[config.mk]
export PLATFORM = sky130hd
export DESIGN_NAME = periph_bus_ctrl
export DESIGN_NICKNAME = d
export VERILOG_FILES = /design/src/rtl/busctrl_pkg.sv /design/src/rtl/bus_addr_decode.sv /design/src/rtl/periph_bus_ctrl.sv
export SDC_FILE = /design/constraint.sdc
export NUM_CORES = 1
export LEC_CHECK = 0
export ABC_AREA = 1
export BUFFER_PORTS_ARGS = -buffer_cell sky130_fd_sc_hd__buf_2
export CORE_AREA = 2 2 116 118
export CTS_CLUSTER_DIAMETER = 150
export DETAILED_ROUTE_END_ITERATION = 16
export DIE_AREA = 0 0 118 120
export PLACE_DENSITY = 0.84
export SETUP_SLACK_MARGIN = 0.05
export SLEW_MARGIN = 20
export SYNTH_ARGS = -nofsm -noshare
export SYNTH_HDL_FRONTEND = slang
export SYNTH_HIERARCHICAL = 1
export SYNTH_SLANG_ARGS = --single-unit
[constraint.sdc]
create_clock -name clk -period 3.1 [get_ports clk]
set_input_delay 0.465 -clock clk [delete_from_list [all_inputs] [get_ports clk]]
set_output_delay 0.465 -clock clk [all_outputs]
set_load 0.01 [all_outputs]
[src/rtl/busctrl_pkg.sv]
// Shared definitions for the peripheral bus controller: address map,
// slave-select and FSM state encodings, and a region-match helper.
package busctrl_pkg;

  // FSM state encoding
  typedef enum logic [1:0] {
    S_IDLE = 2'd0,
    S_WAIT = 2'd1,
    S_XFER = 2'd2,
    S_RESP = 2'd3
  } state_e;

  // Slave select encoding; SEL_NONE marks an unmapped address
  typedef enum logic [2:0] {
    SEL_NONE = 3'd0,
    SEL_DMEM = 3'd1,
    SEL_FACT = 3'd2,
    SEL_GPIO = 3'd3,
    SEL_PWM  = 3'd4
  } slv_sel_e;

  // Address map, decoded on all 32 bits: an address hits a region when
  // (addr & MASK) == BASE.
  localparam logic [31:0] DMEM_BASE = 32'h0000_0000;
  localparam logic [31:0] DMEM_MASK = 32'hFFFF_FF00;
  localparam logic [31:0] FACT_BASE = 32'h0000_0800;
  localparam logic [31:0] FACT_MASK = 32'hFFFF_FFF0;
  localparam logic [31:0] GPIO_BASE = 32'h0000_0900;
  localparam logic [31:0] GPIO_MASK = 32'hFFFF_FFF0;
  localparam logic [31:0] PWM_BASE  = 32'h0000_0A00;
  localparam logic [31:0] PWM_MASK  = 32'hFFFF_FFF0;

  function automatic logic in_region(input logic [31:0] addr,
                                     input logic [31:0] base,
                                     input logic [31:0] mask);
    return (addr & mask) == base;
  endfunction

endpackage

[src/rtl/bus_addr_decode.sv]
// Combinational address decoder: CPU byte address to slave select plus
// a mapped flag.
module bus_addr_decode
  import busctrl_pkg::*;
(
  input  logic [31:0] addr_i,
  output slv_sel_e    sel_o,
  output logic        mapped_o
);

  // Priority-free match: the regions are disjoint, so at most one hits
  always_comb begin
    // NOTE: every output of a combinational block gets a default first so
    // no path leaves it unassigned, which would infer a latch.
    sel_o = SEL_NONE;
    if (in_region(addr_i, DMEM_BASE, DMEM_MASK)) begin
      sel_o = SEL_DMEM;
    end else if (in_region(addr_i, FACT_BASE, FACT_MASK)) begin
      sel_o = SEL_FACT;
    end else if (in_region(addr_i, GPIO_BASE, GPIO_MASK)) begin
      sel_o = SEL_GPIO;
    end else if (in_region(addr_i, PWM_BASE, PWM_MASK)) begin
      sel_o = SEL_PWM;
    end
  end

  assign mapped_o = (sel_o != SEL_NONE);

endmodule

[src/rtl/periph_bus_ctrl.sv]
// periph_bus_ctrl: memory-mapped bus controller between the CPU data port
// and the DMEM / FACT / GPIO / PWM slaves. Decodes each access, inserts
// per-slave wait states, issues a one-cycle one-hot write strobe and
// returns registered read data with a ready/error handshake.
// Optional feature: define BUSCTRL_TIMEOUT_EN to abort accesses that stay
// in WAIT for TIMEOUT_CYCLES cycles (completes with cpu_err = 1).
module periph_bus_ctrl
  import busctrl_pkg::*;
#(
  parameter int         DMEM_WAIT      = 0,
  parameter int         FACT_WAIT      = 1,
  parameter int         GPIO_WAIT      = 0,
  parameter int         PWM_WAIT       = 0,
  parameter logic [7:0] TIMEOUT_CYCLES = 8'd255
) (
  input  logic        clk,
  input  logic        reset,
  input  logic        cpu_req,
  input  logic        cpu_we,
  input  logic [31:0] cpu_addr,
  input  logic [31:0] cpu_wdata,
  output logic [31:0] cpu_rdata,
  output logic        cpu_ready,
  output logic        cpu_err,
  output logic [31:0] slv_addr,
  output logic [31:0] slv_wdata,
  output logic        dmem_we,
  output logic        fact_we,
  output logic        gpio_we,
  output logic        pwm_we,
  input  logic [31:0] dmem_rdata,
  input  logic [31:0] fact_rdata,
  input  logic [31:0] gpio_rdata,
  input  logic [31:0] pwm_rdata,
  input  logic        fact_ready
);

  localparam logic [7:0] DMEM_W = 8'(DMEM_WAIT);
  localparam logic [7:0] FACT_W = 8'(FACT_WAIT);
  localparam logic [7:0] GPIO_W = 8'(GPIO_WAIT);
  localparam logic [7:0] PWM_W  = 8'(PWM_WAIT);

  state_e      state_q, state_d;
  slv_sel_e    sel_q, sel_d;
  logic        we_q, we_d;
  logic [31:0] addr_q, addr_d;
  logic [31:0] wdata_q, wdata_d;
  logic [31:0] rdata_q, rdata_d;
  logic        err_q, err_d;
  logic [7:0]  wait_cnt_q, wait_cnt_d;

  slv_sel_e    dec_sel;
  logic        dec_mapped;
  logic [7:0]  wait_load;
  logic [31:0] sel_rdata;
  logic        slave_ready;
  logic        xfer_we;

`ifdef BUSCTRL_TIMEOUT_EN
  logic [7:0]  to_cnt_q, to_cnt_d;
`else
  // The timeout limit has no effect when the timeout path is absent
  logic        unused_timeout;
  assign unused_timeout = ^TIMEOUT_CYCLES;
`endif

  bus_addr_decode u_decode (
    .addr_i   (cpu_addr),
    .sel_o    (dec_sel),
    .mapped_o (dec_mapped)
  );

  // Wait-state count loaded for the slave being addressed in IDLE
  always_comb begin
    wait_load = '0;
    case (dec_sel)
      SEL_DMEM: wait_load = DMEM_W;
      SEL_FACT: wait_load = FACT_W;
      SEL_GPIO: wait_load = GPIO_W;
      SEL_PWM:  wait_load = PWM_W;
      default:  wait_load = '0;
    endcase
  end

  // Read-data mux and readiness of the latched slave
  always_comb begin
    sel_rdata   = '0;
    slave_ready = 1'b1;
    case (sel_q)
      SEL_DMEM: sel_rdata = dmem_rdata;
      SEL_FACT: begin
        sel_rdata   = fact_rdata;
        slave_ready = fact_ready;
      end
      SEL_GPIO: sel_rdata = gpio_rdata;
      SEL_PWM:  sel_rdata = pwm_rdata;
      default:  sel_rdata = '0;
    endcase
  end

  // FSM next-state and datapath next-values
  always_comb begin
    state_d    = state_q;
    sel_d      = sel_q;
    we_d       = we_q;
    addr_d     = addr_q;
    wdata_d    = wdata_q;
    rdata_d    = rdata_q;
    err_d      = err_q;
    wait_cnt_d = wait_cnt_q;
`ifdef BUSCTRL_TIMEOUT_EN
    to_cnt_d   = to_cnt_q;
`endif
    case (state_q)
      S_IDLE: begin
        if (cpu_req) begin
          if (dec_mapped) begin
            sel_d      = dec_sel;
            we_d       = cpu_we;
            addr_d     = cpu_addr;
            wdata_d    = cpu_wdata;
            err_d      = 1'b0;
            wait_cnt_d = wait_load;
`ifdef BUSCTRL_TIMEOUT_EN
            to_cnt_d   = '0;
`endif
            state_d    = S_WAIT;
          end else begin
            // Unmapped: complete at once with an error and no strobe
            err_d   = 1'b1;
            rdata_d = '0;
            state_d = S_RESP;
          end
        end
      end
      S_WAIT: begin
        if (wait_cnt_q != 8'd0) begin
          wait_cnt_d = wait_cnt_q - 8'd1;
        end else if (slave_ready) begin
          state_d = S_XFER;
        end
`ifdef BUSCTRL_TIMEOUT_EN
        to_cnt_d = to_cnt_q + 8'd1;
        // A slave that becomes ready on the limit cycle still completes
        if (state_d != S_XFER && to_cnt_d == TIMEOUT_CYCLES) begin
          err_d   = 1'b1;
          rdata_d = '0;
          state_d = S_RESP;
        end
`endif
      end
      S_XFER: begin
        rdata_d = we_q ? 32'd0 : sel_rdata;
        err_d   = 1'b0;
        state_d = S_RESP;
      end
      S_RESP: begin
        state_d = S_IDLE;
      end
    endcase
  end

  // State and datapath registers with synchronous reset
  always_ff @(posedge clk) begin
    if (reset) begin
      // NOTE: sequential state uses non-blocking assignments so every
      // register samples the pre-edge values of the others.
      state_q    <= S_IDLE;
      sel_q      <= SEL_NONE;
      we_q       <= 1'b0;
      addr_q     <= '0;
      wdata_q    <= '0;
      rdata_q    <= '0;
      err_q      <= 1'b0;
      wait_cnt_q <= '0;
`ifdef BUSCTRL_TIMEOUT_EN
      to_cnt_q   <= '0;
`endif
    end else begin
      state_q    <= state_d;
      sel_q      <= sel_d;
      we_q       <= we_d;
      addr_q     <= addr_d;
      wdata_q    <= wdata_d;
      rdata_q    <= rdata_d;
      err_q      <= err_d;
      wait_cnt_q <= wait_cnt_d;
`ifdef BUSCTRL_TIMEOUT_EN
      to_cnt_q   <= to_cnt_d;
`endif
    end
  end

  // Strobes are decoded from registered state, so they last exactly XFER
  assign xfer_we   = (state_q == S_XFER) && we_q;
  assign dmem_we   = xfer_we && (sel_q == SEL_DMEM);
  assign fact_we   = xfer_we && (sel_q == SEL_FACT);
  assign gpio_we   = xfer_we && (sel_q == SEL_GPIO);
  assign pwm_we    = xfer_we && (sel_q == SEL_PWM);

  assign cpu_ready = (state_q == S_RESP);
  assign cpu_err   = err_q && cpu_ready;
  assign cpu_rdata = rdata_q;
  assign slv_addr  = addr_q;
  assign slv_wdata = wdata_q;

endmodule
==> impl_metrics.toml <==
[pwr]
power_density_nw_per_um2 = 423
combinational_power_share_pct = 16.8
share_clk_of_total_power_pct = 36.4
switching_share_pct = 28.9
p_leak_nw = 3.84
total_power_w = 0.00311
cellInternalPower_w = 0.00221
power_frac_seq_pct = 46.8
netSwitchingPower_w = 0.000899
power.ir.vdd_worst_v = 0.000271

[hold_path]
holdCritPathClass = "input port to flip-flop"

[synthesis]
synth_enable_flop_cells = 0
syn_area_um2 = 5490
synthesis.instances = 818
main_synth_ff_type = "dfxtp_1"
avgSynthCellArea_um2 = 6.71
synth_warnings = 6
synth_seq_area_share_pct = 40.5
postSynth.asyncResetShare_pct = 0
yosys_register_bits = 111
synthesis.nets = 1022
synth.distinct_cells = 33

[drt]
first_iter_violations = 427
ant_nets_after_route = 0
detailroute.via_count = 6259
finalWirelength_um = 17200
drt_first_pass_iters = 5
vias_per_cell = 4.93
wl_per_cell_um = 13.5
remaining_routing_drc_violations = 0

[clock_tree]
tritoncts = "built"
cts-htree-levels = 3
clk-insertion-delay-late_ps = 350
clkSlewWorstSetupHoldPaths_ps = 80
cts_inserted_buffers = 9
postCtsSetupBuffers = 0
postCtsHoldBufs = 0
root_buffer_cell = "clkbuf_16"
clock-sinks = 111
cts.path.max_buffers = 2
cts.repair.resized = 0

[die]
die-height_um = 120
die-area_um2 = 14200
floorplan.io_pins = 299
initial_core_util_pct = 42.3
die_width_um = 118
design.core.area_um2 = 13000
placement_rows = 42

[critical_path]
timing.critical_path.from_type = "flip-flop"
worst_setup_ep_type = "primary output"
arrival_ps = 1970
worst_path_class_setup = "flip-flop to primary output"
critPathRequiredTime_ps = 2630
path_max_fanout = 35

[global_routing]
grt.total_usage_pct = 23.8
first_pass_grt_wire_length_um = 27200
globalRoute.totalOverflow = 0
grt_max_degree = 67
antenna_found_initial = 2
grt_pass1_vias = 5710

[layout]
commonest_non_fill_non_tap_cells_in_the_layout = "buf_2, nor2_1, o21ai_0"
commonest_non_fill_non_tap_cell_in_the_layout = "buf_2"
nFillCells = 1303
synthToLayoutAreaGrowth_pct = 33.7
layout.cell_area.non_filler_um2 = 7340
nNetsFinal = 1291
drive_above_1_share_pct = 31.7

[sta]
final-setup-viol-count = 0
worst_slew_pin_slew_ps = 997
slew_violations = 0
clock-skew-final_ps = 7.91
timing.setup.tns_ps = 0
fin_crit_ps = 2440
slew-limit-headroom_pct = 33.2
final-hold-violation-count = 0
rsz0062_at_grt = "false"
max_clock_freq_ghz = 0.410
period_share_pct = 78.6

[run_status]
outcome = "finished, final reports clean"

[placement]
place.detailed.hpwl_um = 12700
placement.io_buffers = 298
place_area_um2 = 7040
place_congestion = 0.860

[run]
drv.max_cap_violation_count = 0
-- power groups by stage --
stage          registers (W)  clock network (W)  logic (W)
3_5_place_dp         0.00149                  0   0.000518
5_1_grt              0.00146            0.00122   0.000580
2_1_floorplan        0.00148                  0   0.000324
3_3_place_gp         0.00149                  0   0.000510
4_1_cts              0.00145            0.00117   0.000521
6_report             0.00145            0.00113   0.000522
-- worst paths after layout --
check                           depth (start not counted)                          to                       start  slack (ps)
worst min-delay path                                    3    slv_addr[1]$_SDFFE_PP0P_                 cpu_addr[1]         340
worst max-delay path                                    4                     fact_we       sel_q[1]$_SDFFE_PP0P_         660
worst max register to register                          5  cpu_rdata[12]$_SDFFE_PP0P_       sel_q[1]$_SDFFE_PP0P_         990
worst min register to register                          2  cpu_rdata[17]$_SDFFE_PP0P_  cpu_rdata[17]$_SDFFE_PP0P_         460
-- sequential cells by signal, indices dropped and copies added, names as in the netlist --
register,cells
cpu_rdata,32
wait_cnt_q,8
slv_addr,32
sel_q,3
we_q,1
slv_wdata,32
err_q,1
state_q,2
-- synth_stat cells (2+ instances only) --
master    instances  area (um2)
nand3_1          15        75.1
nand2_2           3        18.8
nor3_1            2        10.0
nand3_2           3        30.0
buf_2            15        75.1
dfxtp_1         111        2220
nor4_1            2        12.5
o21ai_0         135         676
inv_2             5        18.8
clkbuf_1         31         116
nor2_4            2        22.5
nor3b_1           2        15.0
nand4_1          32         200
nand2_1         100         375
nor3_4            2        32.5
nor2_1          164         616
and2_1            3        18.8
nor2_2            2        12.5
o21ai_1          32         160
inv_1            91         342
buf_6             4        45.0
a21oi_1          45         225
ha_1              7        87.6
-- per-stage QoR --
stage               worst slack, ps  instances  util (%)  hold slack, ps
finish                          662       1270      56.5             335
global route                    401       1270      56.5             333
CTS                             578       1268      56.5             323
detailed placement              635       1252      54.3             453
global placement                666       1252      54.3             448
floorplan                      1170        818         -             453
-- cell families (layout without fill, tap and decap cells) --
kind of cell | Yosys count | in the layout | share of synthesized area (%)
DFF | 111 | 111 | 40.5
xor gates and xnor gates | 2 | 2 | 0.319
and+or+nand+nor | 334 | 334 | 26.5
buffers and inverters | 149 | 423 | 11.2
adders and majority gates | 7 | 7 | 1.60
AOI/OAI and AO/OA | 214 | 214 | 19.8
other | 0 | 2 | 0
muxes | 1 | 1 | 0.205
-- cell type report --
type                    count  area [um2]  area share, %
well taps                 176         220           3.00
inverters                  97         364           4.96
multi-input cells         558        2660           36.2
clock inverters             7        65.1          0.887
clock buffers               9         225           3.07
repair buffers            310        1580           21.6
diodes                      2        5.00         0.0682
flip-flops and latches    111        2220           30.3
-- layer usage --
layer  part of all wire, %  track usage [%]
met5                     0                0
met3                   9.2             6.13
met4                   2.8             9.94
met2                    48             41.6
met1                    40             27.8
-- critical path, stage by stage (launching register included) --
cell and delay (ps):
dfxtp_1 330, buf_4 360, nand3_2 540, nor2_1 230, buf_2 160
No activity file was read; power rests on OpenSTA's default activity.
